`src/rtl/elastic_pipeliner_pipe_slice.sv`:
```
// Register slice with a skid entry: a two-deep elastic buffer on one valid/ready link.
// Latency: one cycle from an s_* handshake to m_valid.
// Backpressure: s_ready is a flop (skid empty next cycle), so m_ready never reaches s_ready combinationally.
module pipe_slice #(
    parameter int WIDTH = 8
) (
    input  logic             clk,
    input  logic             rst_n,
    input  logic             flush,
    input  logic             s_valid,
    input  logic [WIDTH-1:0] s_data,
    output logic             s_ready,
    output logic             m_valid,
    output logic [WIDTH-1:0] m_data,
    input  logic             m_ready
);

    typedef enum logic [1:0] {
        EMPTY = 2'd0,
        ONE   = 2'd1,
        FULL  = 2'd2
    } state_t;

    state_t           state_q;
    state_t           state_d;
    logic [WIDTH-1:0] main_q;
    logic [WIDTH-1:0] skid_q;
    logic             push;
    logic             pop;
    logic             ld_main_in;
    logic             ld_main_skid;
    logic             ld_skid;

    assign push    = s_valid && s_ready;
    assign pop     = m_valid && m_ready;
    assign m_valid = (state_q != EMPTY);
    assign m_data  = main_q;

    // Next state and payload-load strobes; flush empties the slice and suppresses all loads.
    always_comb begin
        state_d      = state_q;
        ld_main_in   = 1'b0;
        ld_main_skid = 1'b0;
        ld_skid      = 1'b0;
        case (state_q)
            EMPTY: begin
                if (push) begin
                    state_d    = ONE;
                    ld_main_in = 1'b1;
                end
            end
            ONE: begin
                if (push && pop) begin
                    ld_main_in = 1'b1;
                end else if (push) begin
                    state_d = FULL;
                    ld_skid = 1'b1;
                end else if (pop) begin
                    state_d = EMPTY;
                end
            end
            FULL: begin
                // s_ready is low here, so only a pop can happen.
                if (pop) begin
                    state_d      = ONE;
                    ld_main_skid = 1'b1;
                end
            end
            default: begin
                state_d = EMPTY;
            end
        endcase
        if (flush) begin
            state_d      = EMPTY;
            ld_main_in   = 1'b0;
            ld_main_skid = 1'b0;
            ld_skid      = 1'b0;
        end
    end

    // Occupancy state register; asynchronous reset drops both entries at once.
    always_ff @(posedge clk or negedge rst_n) begin
        if (!rst_n) begin
            state_q <= EMPTY;
        end else begin
            state_q <= state_d;
        end
    end

    // Registered ready: held low in reset, then high unless the slice will be full.
    always_ff @(posedge clk or negedge rst_n) begin
        if (!rst_n) begin
            s_ready <= 1'b0;
        end else begin
            s_ready <= (state_d != FULL);
        end
    end

    // Payload registers only move on a push or a skid-to-main shift, never on idle cycles.
    always_ff @(posedge clk or negedge rst_n) begin
        if (!rst_n) begin
            main_q <= '0;
            skid_q <= '0;
        end else begin
            if (ld_main_in) begin
                main_q <= s_data;
            end else if (ld_main_skid) begin
                main_q <= skid_q;
            end
            if (ld_skid) begin
                skid_q <= s_data;
            end
        end
    end

endmodule

```
`src/rtl/elastic_pipeliner.sv`:
```
// Chain of STAGES skid slices for retiming long routes, plus a word occupancy counter.
// Latency: STAGES cycles from input handshake to out_valid, one word per cycle sustained.
// Backpressure: absorbs 2*STAGES words; in_ready is registered and falls once slice 0 is full.
module elastic_pipeliner #(
    parameter  int WIDTH  = 8,
    parameter  int STAGES = 1,
    localparam int CNT_W  = $clog2(2 * STAGES + 1)
) (
    input  logic             clk,
    input  logic             rst_n,
    input  logic             flush,
    input  logic             in_valid,
    input  logic [WIDTH-1:0] in_data,
    output logic             in_ready,
    output logic             out_valid,
    output logic [WIDTH-1:0] out_data,
    input  logic             out_ready,
    output logic [CNT_W-1:0] occupancy
);

    if (STAGES < 1) begin : g_bad_stages
        $error("elastic_pipeliner: STAGES must be at least 1");
    end

    // Link k sits between slice k-1 and slice k; link 0 is upstream, link STAGES downstream.
    logic             vld [STAGES+1];
    logic             rdy [STAGES+1];
    logic [WIDTH-1:0] dat [STAGES+1];
    logic             push;
    logic             pop;

    assign vld[0]      = in_valid;
    assign dat[0]      = in_data;
    assign in_ready    = rdy[0];
    assign out_valid   = vld[STAGES];
    assign out_data    = dat[STAGES];
    assign rdy[STAGES] = out_ready;

    for (genvar s = 0; s < STAGES; s++) begin : g_slice
        pipe_slice #(
            .WIDTH (WIDTH)
        ) u_slice (
            .clk     (clk),
            .rst_n   (rst_n),
            .flush   (flush),
            .s_valid (vld[s]),
            .s_data  (dat[s]),
            .s_ready (rdy[s]),
            .m_valid (vld[s+1]),
            .m_data  (dat[s+1]),
            .m_ready (rdy[s+1])
        );
    end

    assign push = in_valid && in_ready;
    assign pop  = out_valid && out_ready;

    // Word count across all slices; flush wins over any same-cycle handshake.
    always_ff @(posedge clk or negedge rst_n) begin
        if (!rst_n) begin
            occupancy <= '0;
        end else if (flush) begin
            occupancy <= '0;
        end else if (push && !pop) begin
            occupancy <= occupancy + CNT_W'(1);
        end else if (pop && !push) begin
            occupancy <= occupancy - CNT_W'(1);
        end
    end

endmodule

```
`config.mk`:
```
export PLATFORM = sky130hd
export DESIGN_NAME = elastic_pipeliner
export DESIGN_NICKNAME = d
export VERILOG_FILES = /design/src/rtl/elastic_pipeliner_pipe_slice.sv /design/src/rtl/elastic_pipeliner.sv
export SDC_FILE = /design/constraint.sdc
export NUM_CORES = 1
export LEC_CHECK = 0
export ABC_CLOCK_PERIOD_IN_PS = 3300
export BUFFER_PORTS_ARGS = -buffer_cell sky130_fd_sc_hd__buf_2
export CORE_UTILIZATION = 57
export CTS_BUF_LIST = sky130_fd_sc_hd__clkbuf_8
export DETAILED_ROUTE_END_ITERATION = 10
export MAX_ROUTING_LAYER = met4
export PLACE_DENSITY = 0.85
export REMOVE_ABC_BUFFERS = 1
export SLEW_MARGIN = 25
export SYNTH_ARGS = -nofsm -noshare
export SYNTH_HDL_FRONTEND = slang
export SYNTH_SLANG_ARGS = --single-unit
```
`constraint.sdc`:
```
create_clock -name clk -period 3.3 [get_ports clk]
set_input_delay 0.33 -clock clk [delete_from_list [all_inputs] [get_ports clk]]
set_output_delay 0.33 -clock clk [all_outputs]
set_load 0.01 [all_outputs]
```
---- After elaboration in Yosys (flattened, before gate mapping) ----
Cells that the tools add are included.
W data, S select, Z words.
storage, ports and cells
  flip-flop bits (word level) ............. 21
  bits of input ports ..................... 13
  logic and storage cells ................. 43
cells by class
  add/sub/neg operators ................... 2
  equality and inequality tests ........... 3
  mux-type cells .......................... 22
  reduce and logical (&&, ||, !) cells .... 11
operators with widths
  cell                   number
  $mux W2                9
  $mux W8                2
  $mux W1                9
  $pmux W2 S3            1
  $logic_and A1 B1 Y1    5
  $reduce_bool A2 Y1     2
  $reduce_bool A3 Y1     1
  $add A2 B1 Y2 const B  1
  $eq A2 B1 Y1 const B   1
  $eq A2 B2 Y1 const B   1
  $logic_not A1 Y1       2
  $logic_not A2 Y1       1
  $ne A2 B2 Y1 const B   1
  $pmux W1 S2            1
  $sub A2 B1 Y2 const B  1

---- Depth between registers and ports, before layout ----
  depth after elaboration ................. 8
  gate-level depth with buffers ........... 5
  depth with buffers taken out ............ 4

---- By module ----
Synthesis repeated with hierarchy kept, for this count alone.
unflattened totals
  cell total of the unflattened synthesis .. 88
  area total of the unflattened synthesis .. 1,019.7 µm²
by module, submodules not included
  module             instances  cells each  area an instance (µm²)  seq. area each (µm²)
  pipe_slice         1          72          873.3                   475.5
  elastic_pipeliner  1          16          146.4                   50.0

---- Worst setup path after synthesis ----
Ideal clock, no wire load.
  path type ............................... reg2reg
  start point ............................. reg g_slice[0].u_slice.s_ready
  end point ............................... reg g_slice[0].u_slice.main_q[6]
  arrival ................................. 1.227 ns
  path slack .............................. 1.949 ns
  cell stages (with the launch flop) ...... 5
  cell sequence ........................... dfrtp_1 nand2_1 nor4b_4 buf_2 o21ai_1
on the way
  cells in the longest elaborated chain, start to end .. 6
RTL lines
  item                                           RTL line                             RTL
  from (decl)                                    elastic_pipeliner_pipe_slice.sv:12   output logic s_ready,
  from (signal assigned)                         elastic_pipeliner_pipe_slice.sv:95   s_ready <= (state_d != FULL);
  $logic_and A1 B1 Y1 (*)                        elastic_pipeliner_pipe_slice.sv:34   assign push = s_valid && s_ready;
  $logic_and A1 B1 Y1                            elastic_pipeliner_pipe_slice.sv:53   if (push && pop) begin
  $mux W1                                        elastic_pipeliner_pipe_slice.sv:53
  $pmux W1 S2 (*)                                elastic_pipeliner_pipe_slice.sv:45   case (state_q)
  $mux W1 (*)                                    elastic_pipeliner_pipe_slice.sv:73   if (flush) begin
  $mux W8 or $reduce_bool A2 Y1 (tied branches)  -
  to (signal assigned)                           elastic_pipeliner_pipe_slice.sv:106  main_q <= s_data;
  to (signal assigned)                           elastic_pipeliner_pipe_slice.sv:108  main_q <= skid_q;
  to (decl)                                      elastic_pipeliner_pipe_slice.sv:26   logic [WIDTH-1:0] main_q;
Mark *: on every way between the ends. The rest lies on a longest branch, timed or not.
A chain may end at the register's enable or synchronous reset.

---- Worst setup path in the final report ----
  start point ............................. reg g_slice[0].u_slice.state_q[1]
  end point ............................... reg g_slice[0].u_slice.main_q[6]
on the way
  cells in the longest elaborated chain, start to end .. 7
RTL lines
  item                                           RTL line                            RTL
  from (decl)                                    elastic_pipeliner_pipe_slice.sv:24  state_t state_q;
  from (signal assigned)                         elastic_pipeliner_pipe_slice.sv:86  state_q <= state_d;
  $reduce_bool A2 Y1                             elastic_pipeliner_pipe_slice.sv:36  assign m_valid = (state_q != EMPTY);
  $logic_and A1 B1 Y1                            elastic_pipeliner_pipe_slice.sv:35  assign pop = m_valid && m_ready;
  $logic_and A1 B1 Y1                            elastic_pipeliner_pipe_slice.sv:53
  $mux W1                                        elastic_pipeliner_pipe_slice.sv:53
  $pmux W1 S2                                    elastic_pipeliner_pipe_slice.sv:45
  $mux W1                                        elastic_pipeliner_pipe_slice.sv:73
  $mux W8 or $reduce_bool A2 Y1 (tied branches)  -
Parallel ways exist; a longest one is shown, timed or not.

==> impl_metrics.toml <==
[outcome]
status = "finished clean"

[sta]
fin_crit_sh_pct = 50.6
holdWs_ns = 0.0121
setup_viol = 0
setup_ws_ns = 1.63
slew_headroom_pct = 49.0
tightest_slew_ns = 0.762
fmax_mhz = 598
rsz0062_at_grt = "false"
hold_viol_final = 0
slew_viol_final = 0
skew_ns = 0.00507
tns_ns = 0
period_needed_ns = 1.67

[clock_tree]
clockRootBuffer = "clkbuf_8"
htree_levels = 1
cts_made_buffers = 3
cts_tree = "built"
post_cts_buffers = 0
hold_buffers = 0
clock_latency_ns = 0.26
ctsLongestPathBuffers = 2
cts_resized = 0
clk_pin_slew_ns = 0.08
clkSinkCount = 21

[floorplan]
fp.dieH_um = 43.0
initial_utilization_pct = 62.1
die_w_um = 43.0
ios = 25
die-area_um2 = 1850
rows = 14
core_um2 = 1540

[detailed_routing]
ant_nets = 0
drt_drc_violations_left = 0
totalWireLength_um = 1760
drtIter0Drc = 10
wl_per_cell_um = 14.7
vias = 668
vias_per_cell = 5.57
dr.pass1.iters = 4

[logic_synthesis]
yosys_register_bits = 21
syn_avg_cell_area_um2 = 12.3
ys_seq_area_share_pct = 54.9
synthCells = 78
yosysWarnings = 0
syn_area_um2 = 957
synth_cell_types = 26

[power]
power_density_nw_per_um2 = 569
vdd_drop_max_mv = 0.398
p_leak_nw = 0.538

[placement]
hpwl_um = 1270
numPlacedInstances = 116
place_congestion = 0.789
portBuffers = 24
place_ws_ns = 1.64
place_area_um2 = 1080

[worst_setup_path]
crit_cells = 4
reg2reg_depth = 4
start_kind = "flip-flop"
critPathBufInv = 0
crit_family = "simple AND/OR/NAND/NOR gates"
startpoint = "g_slice[0].u_slice.state_q[1]"
slowest_stage = "dfrtp_1"
required_ns = 3.42
critical_path_arrival_ns = 1.79
cp-end-kind = "flip-flop"
reg2reg_from = "g_slice[0].u_slice.state_q[1]"
cp_max_fo = 8
path_cells = "and2b_1 > and3b_1 > mux2i_1 > o21ai_1"
critPathKind = "reg -> reg"
slowest_delay_ns = 0.49

[global_route]
grt_usage_pct = 23.8
use_met2_pct = 36.4
use_met3_pct = 6.38
busiest_layer = "met2"
grt_pass1_wl_um = 3040
use_met1_pct = 30.5
grt_max_degree = 22
antenna_found_initial = 0
grt-ovfl-total = 0
grt_pass1_vias = 678

[cells_and_area]
final_cell_mix = "buf_2 (24), dfrtp_1 (21), nand2_1 (9)"
final_nets = 118
diodes = 0
final_cell_count_no_fill = 120
final_cell_area_um2 = 1130
final_common_cell = "buf_2"
num-fill-cells = 116
area_delta_synth_final_pct = 17.8
final_layout_size_suffix_gt1_share_pct = 40.4

[flow_run]
maxCapViolCount = 0

[min_path]
min_path_type = "in -> async"
==> cell usage after synthesis, drive strengths merged <==
library cell / count / area, um2
a21o: 1 / 7.51
a21oi: 1 / 8.76
a2bb2oi: 1 / 8.76
and2b: 1 / 7.51
and3b: 1 / 8.76
buf: 2 / 16.3
dfrtp: 21 / 526
inv: 1 / 3.75
mux2: 8 / 90.1
mux2i: 8 / 80.1
nand2: 10 / 40.0
nand2b: 1 / 6.26
nand3: 1 / 5.00
nand4: 1 / 6.26
nor2: 3 / 11.3
nor3b: 1 / 12.5
nor4b: 1 / 23.8
o21ai: 10 / 53.8
or2: 1 / 6.26
or3b: 1 / 8.76
xnor2: 2 / 17.5
xor2: 1 / 8.76
==> stage by stage <==
stage / power (mW) / utilization, %
final: 0.641 / 73.1
after global routing: 0.680 / 73.1
after CTS: 0.649 / 73.1
after detailed placement: 0.482 / 70.1
after global placement: 0.469 / 70.1
after floorplan: 0.423 / -
==> routing by layer <==
layer,vias up,share of wire (%)
met5,-,0
met4,0,0.80
met3,2,3.0
met2,15,51
met1,329,45
li1,322,-
==> state kept, by name (all words and copies together), names as in the netlist <==
register,count
occupancy,2
g_slice.u_slice.skid_q,8
g_slice.u_slice.m_data,8
g_slice.u_slice.s_ready,1
g_slice.u_slice.state_q,2
==> path summary, 6_finish.rpt <==
check                                          endpoint  slack [ns]
hold / removal             g_slice[0].u_slice.m_data[4]        0.01
max in group asynchronous  g_slice[0].u_slice.m_data[5]        2.97
setup reg to reg           g_slice[0].u_slice.m_data[6]        1.63
hold reg to reg            g_slice[0].u_slice.skid_q[2]        0.51
setup / recovery           g_slice[0].u_slice.m_data[6]        1.63
min in group clk           g_slice[0].u_slice.m_data[0]        0.29
==> final cells by class <==
cell class	instances	area [um2]	share of cell area, %
Timing Repair Buffer	24	120	10.7
Clock buffer	3	41.3	3.66
Sequential cell	21	526	46.6
Clock inverter	1	5.00	0.444
Inverter	1	3.75	0.333
Tap cell	16	20.0	1.78
Multi-Input combinational cell	54	412	36.5
==> power breakdown <==
part | total [mW] | switching (mW) | internal, mW
clock | 0.166 | 0.0823 | 0.0841
combinational | 0.133 | 0.0637 | 0.0694
sequential | 0.342 | 0.0313 | 0.311
==> cells by family after synthesis <==
group	synth area share, %
simple gates	14.2
flops	54.9
buf+inv	2.09
mux	17.8
xor+xnor	2.75
compound gates	8.24
Note: power is estimated with default switching activity, not from simulation.
